`src/rtl/ifetch_unit_if.sv`:
```
// Instruction-memory read port: request/grant handshake plus a separate response strobe.
// master = fetch unit (drives request and address), slave = instruction memory.
interface ifetch_unit_if;
  logic        mem_req;
  logic [31:0] mem_addr;
  logic        mem_gnt;
  logic        mem_rvalid;
  logic [31:0] mem_rdata;

  modport master (
    output mem_req,
    output mem_addr,
    input  mem_gnt,
    input  mem_rvalid,
    input  mem_rdata
  );

  modport slave (
    input  mem_req,
    input  mem_addr,
    output mem_gnt,
    output mem_rvalid,
    output mem_rdata
  );
endinterface

```
`src/rtl/ifetch_unit.sv`:
```
// Fetch stage: captures the PC, reads imem over req/gnt/rvalid and holds the word for decode.
// Capture-to-valid is 3 edges; stall_in freezes the held word, pc_advance pulses once on acceptance.
module ifetch_unit #(
  parameter logic [31:0] RESET_PC = 32'h0040_0020,
  parameter int unsigned CNT_W    = 16
) (
  input  logic             clk,
  input  logic             rst_n,
  ifetch_unit_if.master    mem,
  input  logic [31:0]      pc_in,
  input  logic             flush,
  output logic [31:0]      instr_out,
  output logic [31:0]      instr_pc,
  output logic             instr_valid,
  input  logic             stall_in,
  output logic             pc_advance,
  output logic             fetch_err,
  output logic [CNT_W-1:0] fetch_count
);

  typedef enum logic [2:0] {
    S_IDLE,
    S_REQ,
    S_WAIT,
    S_HOLD,
    S_DROP,
    S_ERR
  } state_t;

  state_t             state_q, state_d;
  logic               mem_req_q, mem_req_d;
  logic [31:0]        mem_addr_q, mem_addr_d;
  logic [31:0]        instr_q, instr_d;
  logic [31:0]        ipc_q, ipc_d;
  logic               valid_q, valid_d;
  logic               err_q, err_d;
  logic [CNT_W-1:0]   cnt_q, cnt_d;
  logic               pc_misaligned;

  assign pc_misaligned = |pc_in[1:0];

  always_comb begin
    state_d    = state_q;
    mem_req_d  = mem_req_q;
    mem_addr_d = mem_addr_q;
    instr_d    = instr_q;
    ipc_d      = ipc_q;
    valid_d    = valid_q;
    err_d      = err_q;
    cnt_d      = cnt_q;
    pc_advance = 1'b0;

    unique case (state_q)
      S_IDLE: begin
        if (pc_misaligned) begin
          err_d   = 1'b1;
          state_d = S_ERR;
        end else begin
          mem_addr_d = pc_in;
          mem_req_d  = 1'b1;
          state_d    = S_REQ;
        end
      end

      S_REQ: begin
        if (mem.mem_gnt) begin
          mem_req_d = 1'b0;
          state_d   = flush ? S_DROP : S_WAIT;
        end else if (flush) begin
          // Redirect before acceptance: retarget the pending request in place.
          if (pc_misaligned) begin
            mem_req_d = 1'b0;
            err_d     = 1'b1;
            state_d   = S_ERR;
          end else begin
            mem_addr_d = pc_in;
          end
        end
      end

      S_WAIT: begin
        if (mem.mem_rvalid) begin
          if (flush) begin
            state_d = S_IDLE;
          end else begin
            instr_d = mem.mem_rdata;
            ipc_d   = mem_addr_q;
            valid_d = 1'b1;
            state_d = S_HOLD;
          end
        end else if (flush) begin
          state_d = S_DROP;
        end
      end

      S_HOLD: begin
        if (flush) begin
          valid_d = 1'b0;
          state_d = S_IDLE;
        end else if (!stall_in) begin
          pc_advance = 1'b1;
          valid_d    = 1'b0;
          cnt_d      = cnt_q + 1'b1;
          state_d    = S_IDLE;
        end
      end

      // Response owed to a flushed request; swallow it before fetching again.
      S_DROP: begin
        if (mem.mem_rvalid) begin
          state_d = S_IDLE;
        end
      end

      S_ERR: begin
        state_d = S_ERR;
      end

      default: begin
        state_d = S_IDLE;
      end
    endcase
  end

  always_ff @(posedge clk or negedge rst_n) begin
    if (!rst_n) begin
      state_q    <= S_IDLE;
      mem_req_q  <= 1'b0;
      mem_addr_q <= RESET_PC;
      instr_q    <= '0;
      ipc_q      <= '0;
      valid_q    <= 1'b0;
      err_q      <= 1'b0;
      cnt_q      <= '0;
    end else begin
      state_q    <= state_d;
      mem_req_q  <= mem_req_d;
      mem_addr_q <= mem_addr_d;
      instr_q    <= instr_d;
      ipc_q      <= ipc_d;
      valid_q    <= valid_d;
      err_q      <= err_d;
      cnt_q      <= cnt_d;
    end
  end

  assign mem.mem_req  = mem_req_q;
  assign mem.mem_addr = mem_addr_q;
  assign instr_out    = instr_q;
  assign instr_pc     = ipc_q;
  assign instr_valid  = valid_q;
  assign fetch_err    = err_q;
  assign fetch_count  = cnt_q;

endmodule

```
`src/flat_wrapper.sv`:
```
// flat-port wrapper written by rule: the top's interface ports become plain ports
module ifetch_unit_flat 
#(
  parameter logic [31:0] RESET_PC = 32'h0040_0020,
  parameter int unsigned CNT_W    = 16
)
  (clk, rst_n, pc_in, flush, instr_out, instr_pc, instr_valid, stall_in, pc_advance, fetch_err, fetch_count, mem_mem_req, mem_mem_addr, mem_mem_gnt, mem_mem_rvalid, mem_mem_rdata);
  ifetch_unit_if mem_i ();
  input  logic clk;
  input  logic rst_n;
  input  logic [31:0] pc_in;
  input  logic flush;
  output logic [31:0] instr_out;
  output logic [31:0] instr_pc;
  output logic instr_valid;
  input  logic stall_in;
  output logic pc_advance;
  output logic fetch_err;
  output logic [CNT_W-1:0] fetch_count;
  output wire logic [$bits(mem_i.mem_req)-1:0] mem_mem_req;
  output wire logic [$bits(mem_i.mem_addr)-1:0] mem_mem_addr;
  input wire logic [$bits(mem_i.mem_gnt)-1:0] mem_mem_gnt;
  input wire logic [$bits(mem_i.mem_rvalid)-1:0] mem_mem_rvalid;
  input wire logic [$bits(mem_i.mem_rdata)-1:0] mem_mem_rdata;
  assign mem_mem_req = mem_i.mem_req;
  assign mem_mem_addr = mem_i.mem_addr;
  assign mem_i.mem_gnt = mem_mem_gnt;
  assign mem_i.mem_rvalid = mem_mem_rvalid;
  assign mem_i.mem_rdata = mem_mem_rdata;
  ifetch_unit #(.RESET_PC(RESET_PC), .CNT_W(CNT_W)) u_core (.clk(clk), .rst_n(rst_n), .mem(mem_i), .pc_in(pc_in), .flush(flush), .instr_out(instr_out), .instr_pc(instr_pc), .instr_valid(instr_valid), .stall_in(stall_in), .pc_advance(pc_advance), .fetch_err(fetch_err), .fetch_count(fetch_count));
endmodule
```
`config.mk`:
```
export PLATFORM = sky130hd
export DESIGN_NAME = ifetch_unit_flat
export DESIGN_NICKNAME = d
export VERILOG_FILES = /design/src/rtl/ifetch_unit_if.sv /design/src/rtl/ifetch_unit.sv /design/src/flat_wrapper.sv
export SDC_FILE = /design/constraint.sdc
export NUM_CORES = 1
export LEC_CHECK = 0
export ABC_AREA = 1
export CORE_MARGIN = 1.5
export CORE_UTILIZATION = 35
export DETAILED_ROUTE_END_ITERATION = 10
export HOLD_SLACK_MARGIN = 0.05
export MAX_ROUTING_LAYER = met4
export PLACE_DENSITY = 0.68
export SLEW_MARGIN = 40
export SYNTH_ARGS = -nofsm -noshare
export SYNTH_HDL_FRONTEND = slang
export SYNTH_SLANG_ARGS = --single-unit
```
`constraint.sdc`:
```
create_clock -name clk -period 1.4 [get_ports clk]
set_input_delay 0.42 -clock clk [delete_from_list [all_inputs] [get_ports clk]]
set_output_delay 0.42 -clock clk [all_outputs]
set_load 0.05 [all_outputs]
```
==> reports/metrics.csv <==
stage,metric,value,unit
route,detail_route.iter0.violations,211,
synth,share_of_yosys_cell_area_claimed_by_the_top_area_cell_type,58.9,%
power_and_ir_drop,comb_power_share,57.1,%
sta,report.final.hold_viol_count,0,
sta,rsz0062_at_grt,true,
sta,final_worst_setup_slack,-0.310,ns
sta,period_share,122,%
route,drt-total-wl,19300,um
synth,netlist_area,4930,um2
clock_tree,cts_root_buffer,clkbuf_16,
power_and_ir_drop,p_sw,9.60,mW
clock_tree,clock_tree_from_tritoncts,built,
cells_and_area,final_non_filler_cells,1075,
power_and_ir_drop,relative_contribution_of_the_clock_network_to_total_power,17.8,%
global_route,overall_routing_resource_usage,23.7,%
route,avgViaCountPerCell,4.83,
route,drt-wirelength-per-cell,17.9,um
synth,synth_area_per_cell,8.85,um2
run,timing.max_cap.violations,0,
synth,yosysTopAreaCell,dfrtp_1,
global_route,grt_first_pass_wirelength,25800,um
global_route,globalRouteMet1Util,26.5,%
critical_path,setup.worst_path.end_class,output port,
global_route,global_route.usage.met3,8.33,%
placement,detailedPlace.worstSlack,-0.559,ns
placement,postPlaceCellArea,8280,um2
cells_and_area,finalNetCount,953,
sta,max_slew.worst_pin.slew,0.311,ns
placement,numPlacedInstances,923,
power_and_ir_drop,pwr-share-seq,25.1,%
synth,syn_nets,628,
power_and_ir_drop,power.static_leakage,5.37,nW
power_and_ir_drop,power_density,2120,nW/um2
clock_tree,worst_skew_pair.late_latency,0.42,ns
sta,final.min_clock_period,1.71,ns
cells_and_area,final_layout_size_suffix_gt1_share,52.8,%
synth,post_synth_inst_count,557,
global_route,grt_pass1_vias,5124,
floorplan,pin_count,186,
synth,synth-main-ff-cell,dfrtp_1,
power_and_ir_drop,irDropWorstVdd,1.26,mV
power_and_ir_drop,p_int,13.7,mW
synth,synth.ff_latch_count,118,
floorplan,core,13800,um2
global_route,grt_antenna_before_repair,0,
synth,synthesis.yosys.warnings,0,
floorplan,placement_rows,43,
synth,ys_top_cells_by_area,"dfrtp_1 (59%), nand2_1 (17%), inv_1 (3.7%), nor2_1 (3.0%), o21ai_0 (2.2%)",
synth,synth.most_common_cell,nand2_1,
worst_hold_path,timing.hold.worst.class,input port to async pin,
clock_tree,ctsHtreeMaxLevel,4,
placement,globalplace.congestion,0.834,
sta,slew_headroom,79.3,%
synth,yosys-top-cells-count,"nand2_1 (229), dfrtp_1 (116), inv_1 (48), nor2_1 (39), o21ai_0 (22)",
critical_path,critical_path_required,0.98,ns
synth,share_of_flip_flops_with_an_asynchronous_set_or_reset_after_synthesis,100,%
synth,synth_sequential_area_ratio,59.9,%
clock_tree,clk_transition_reported_paths,0.06,ns
sta,report.final.slew_viol_count,0,
sta,achievable-frequency,585,MHz
status,run_status,"complete, but fails checks",
critical_path,arrival,1.29,ns
sta,timing.setup.tns,-15.08,ns
synth,synth-edff-count,0,
clock_tree,clockBufferDepth,2,
sta,final-setup-viol-count,204,
floorplan,die_area,14800,um2
route,detail_route.first_pass.iterations,5,
placement,post-dp-hpwl,9780,um
route,postRouteAntennaNets,0,
critical_path,worst_setup_path_category,register to output port,
cells_and_area,diodes,0,
global_route,largest_net_degree_at_the_start_of_global_routing,57,
global_route,grtUsageMet2,38.5,%
placement,io_buffers,185,
cells_and_area,final_area,11000,um2
critical_path,worst-path-max-fanout,2,
global_route,top_usage_layer,met2,
cells_and_area,area.growth.synth_to_final,123,%
status,violations,setup timing,
global_route,globalRouteOverflowTotal,0,
synth,synthDistinctLibCells,30,
clock_tree,tritoncts.num_buffers,17,
floorplan,initial_utilization,35.7,%
route,num_vias,5188,
power_and_ir_drop,sw_frac_of_total,41.3,%
route,remaining_drc_errors,0,
floorplan,die_boundary_height,122,um
sta,timing.clock.skew,0.00667,ns
critical_path,critical_path.startpoint_type,register,
clock_tree,clock_sinks,118,
floorplan,die_w,122,um
## what timing repair did
item / 4_1_cts / 5_1_grt
cloned: 11 / 7
hold buffers: 1 / 0
setup buffers: 72 / 37
resized for setup: 100 / 191
hold endpoints to repair: 6 / 0
pin swaps: 6 / 49
setup endpoints to repair: 199 / 224
## final timing paths
| path | endpoint | cells past startpoint | slack [ns] | startpoint |
|---|---|---|---|---|
| min in group clk | u_core.state_q[1] | 3 | 0.42 | mem_mem_gnt |
| worst max register to register | u_core.mem.mem_addr[8] | 9 | -0.22 | u_core.state_q[0] |
| max in group asynchronous | u_core.mem.mem_addr[5] | 3 | 0.46 | rst_n |
| worst max-delay path | pc_advance | 5 | -0.31 | u_core.state_q[0] |
| worst min register to register | u_core.fetch_err | 1 | 0.54 | u_core.fetch_err |
| worst min-delay path | u_core.instr_out[0] | 2 | 0.37 | rst_n |
## cell usage in the layout (no fill, tap or decap), types with 4 or more instances in the layout
cell	count
dfrtp_2	20
buf_16	9
nand3_1	6
dfrtp_1	96
buf_12	132
o21ai_0	4
a21oi_2	14
nand2_2	46
nand3b_1	6
a21oi_1	4
nand3_2	4
buf_4	92
nor2_1	12
buf_6	16
nand2_4	32
xor2_1	4
clkinv_2	4
xnor2_1	4
clkbuf_16	23
nand2_1	154
nor2_2	6
clkdlybuf4s50_1	65
o21ai_2	21
nor2_4	26
clkbuf_8	4
inv_1	45
o21ai_1	10
## registers in the layout, summed over array words and instances (netlist names)
| register | cells |
|---|---|
| u_core.mem.mem_req | 1 |
| u_core.state_q | 3 |
| u_core.fetch_count | 16 |
| u_core.instr_valid | 1 |
| u_core.instr_out | 32 |
| u_core.mem.mem_addr | 32 |
| u_core.instr_pc | 32 |
| u_core.fetch_err | 1 |
## through the flow
step / utilization (%) / power (mW) / hold slack [ns]
2_1_floorplan: - / 10.3 / 0.124
3_3_place_gp: 59.9 / 15.9 / 0.255
3_5_place_dp: 59.9 / 16.2 / 0.254
4_1_cts: 72.6 / 21.6 / 0.356
5_1_grt: 79.5 / 24.1 / 0.370
6_report: 79.5 / 23.3 / 0.367
## per-layer routing
metal  share of wire [%]  routed length [um]  up-vias
li1                    -                   -     2376
met1                  38                7320     2510
met2                  52               10000      241
met3                 6.8                1310       61
met4                 3.2                 618        0
met5                   0                   0        -
## area by class of cell
class / count / area [um2]
multi-input cells: 365 / 2340
clock buffers: 24 / 492
clock inverters: 8 / 72.6
well taps: 180 / 225
inverters: 53 / 238
repair buffers: 327 / 4650
fillers: 735 / 2830
flip-flops and latches: 118 / 2980
## power groups by stage
stage          clock, mW  sequential, mW  combinational (mW)
2_1_floorplan          0            8.89                1.41
3_3_place_gp           0            5.83                10.1
3_5_place_dp           0            5.88                10.3
4_1_cts             4.17            5.76                11.7
5_1_grt             4.35            5.93                13.8
6_report            4.14            5.83                13.3
## kinds of logic (layout without fill, tap and decap cells)
kind of cell	count (synthesis)	count (layout)	synth area share (%)
simple gates	298	298	24.6
flops	118	118	59.9
buf+inv	74	412	7.61
compound gates	58	58	6.16
xor+xnor	8	8	1.42
fa+ha+maj	1	1	0.254
## critical path, stage by stage, from the launching register on
cell and delay [ns]:
dfrtp_1 0.40, nand2_2 0.09, nor2_4 0.12, nand2_4 0.07, inv_4 0.07, buf_12 0.13
Power figures use the tool's default switching activity.
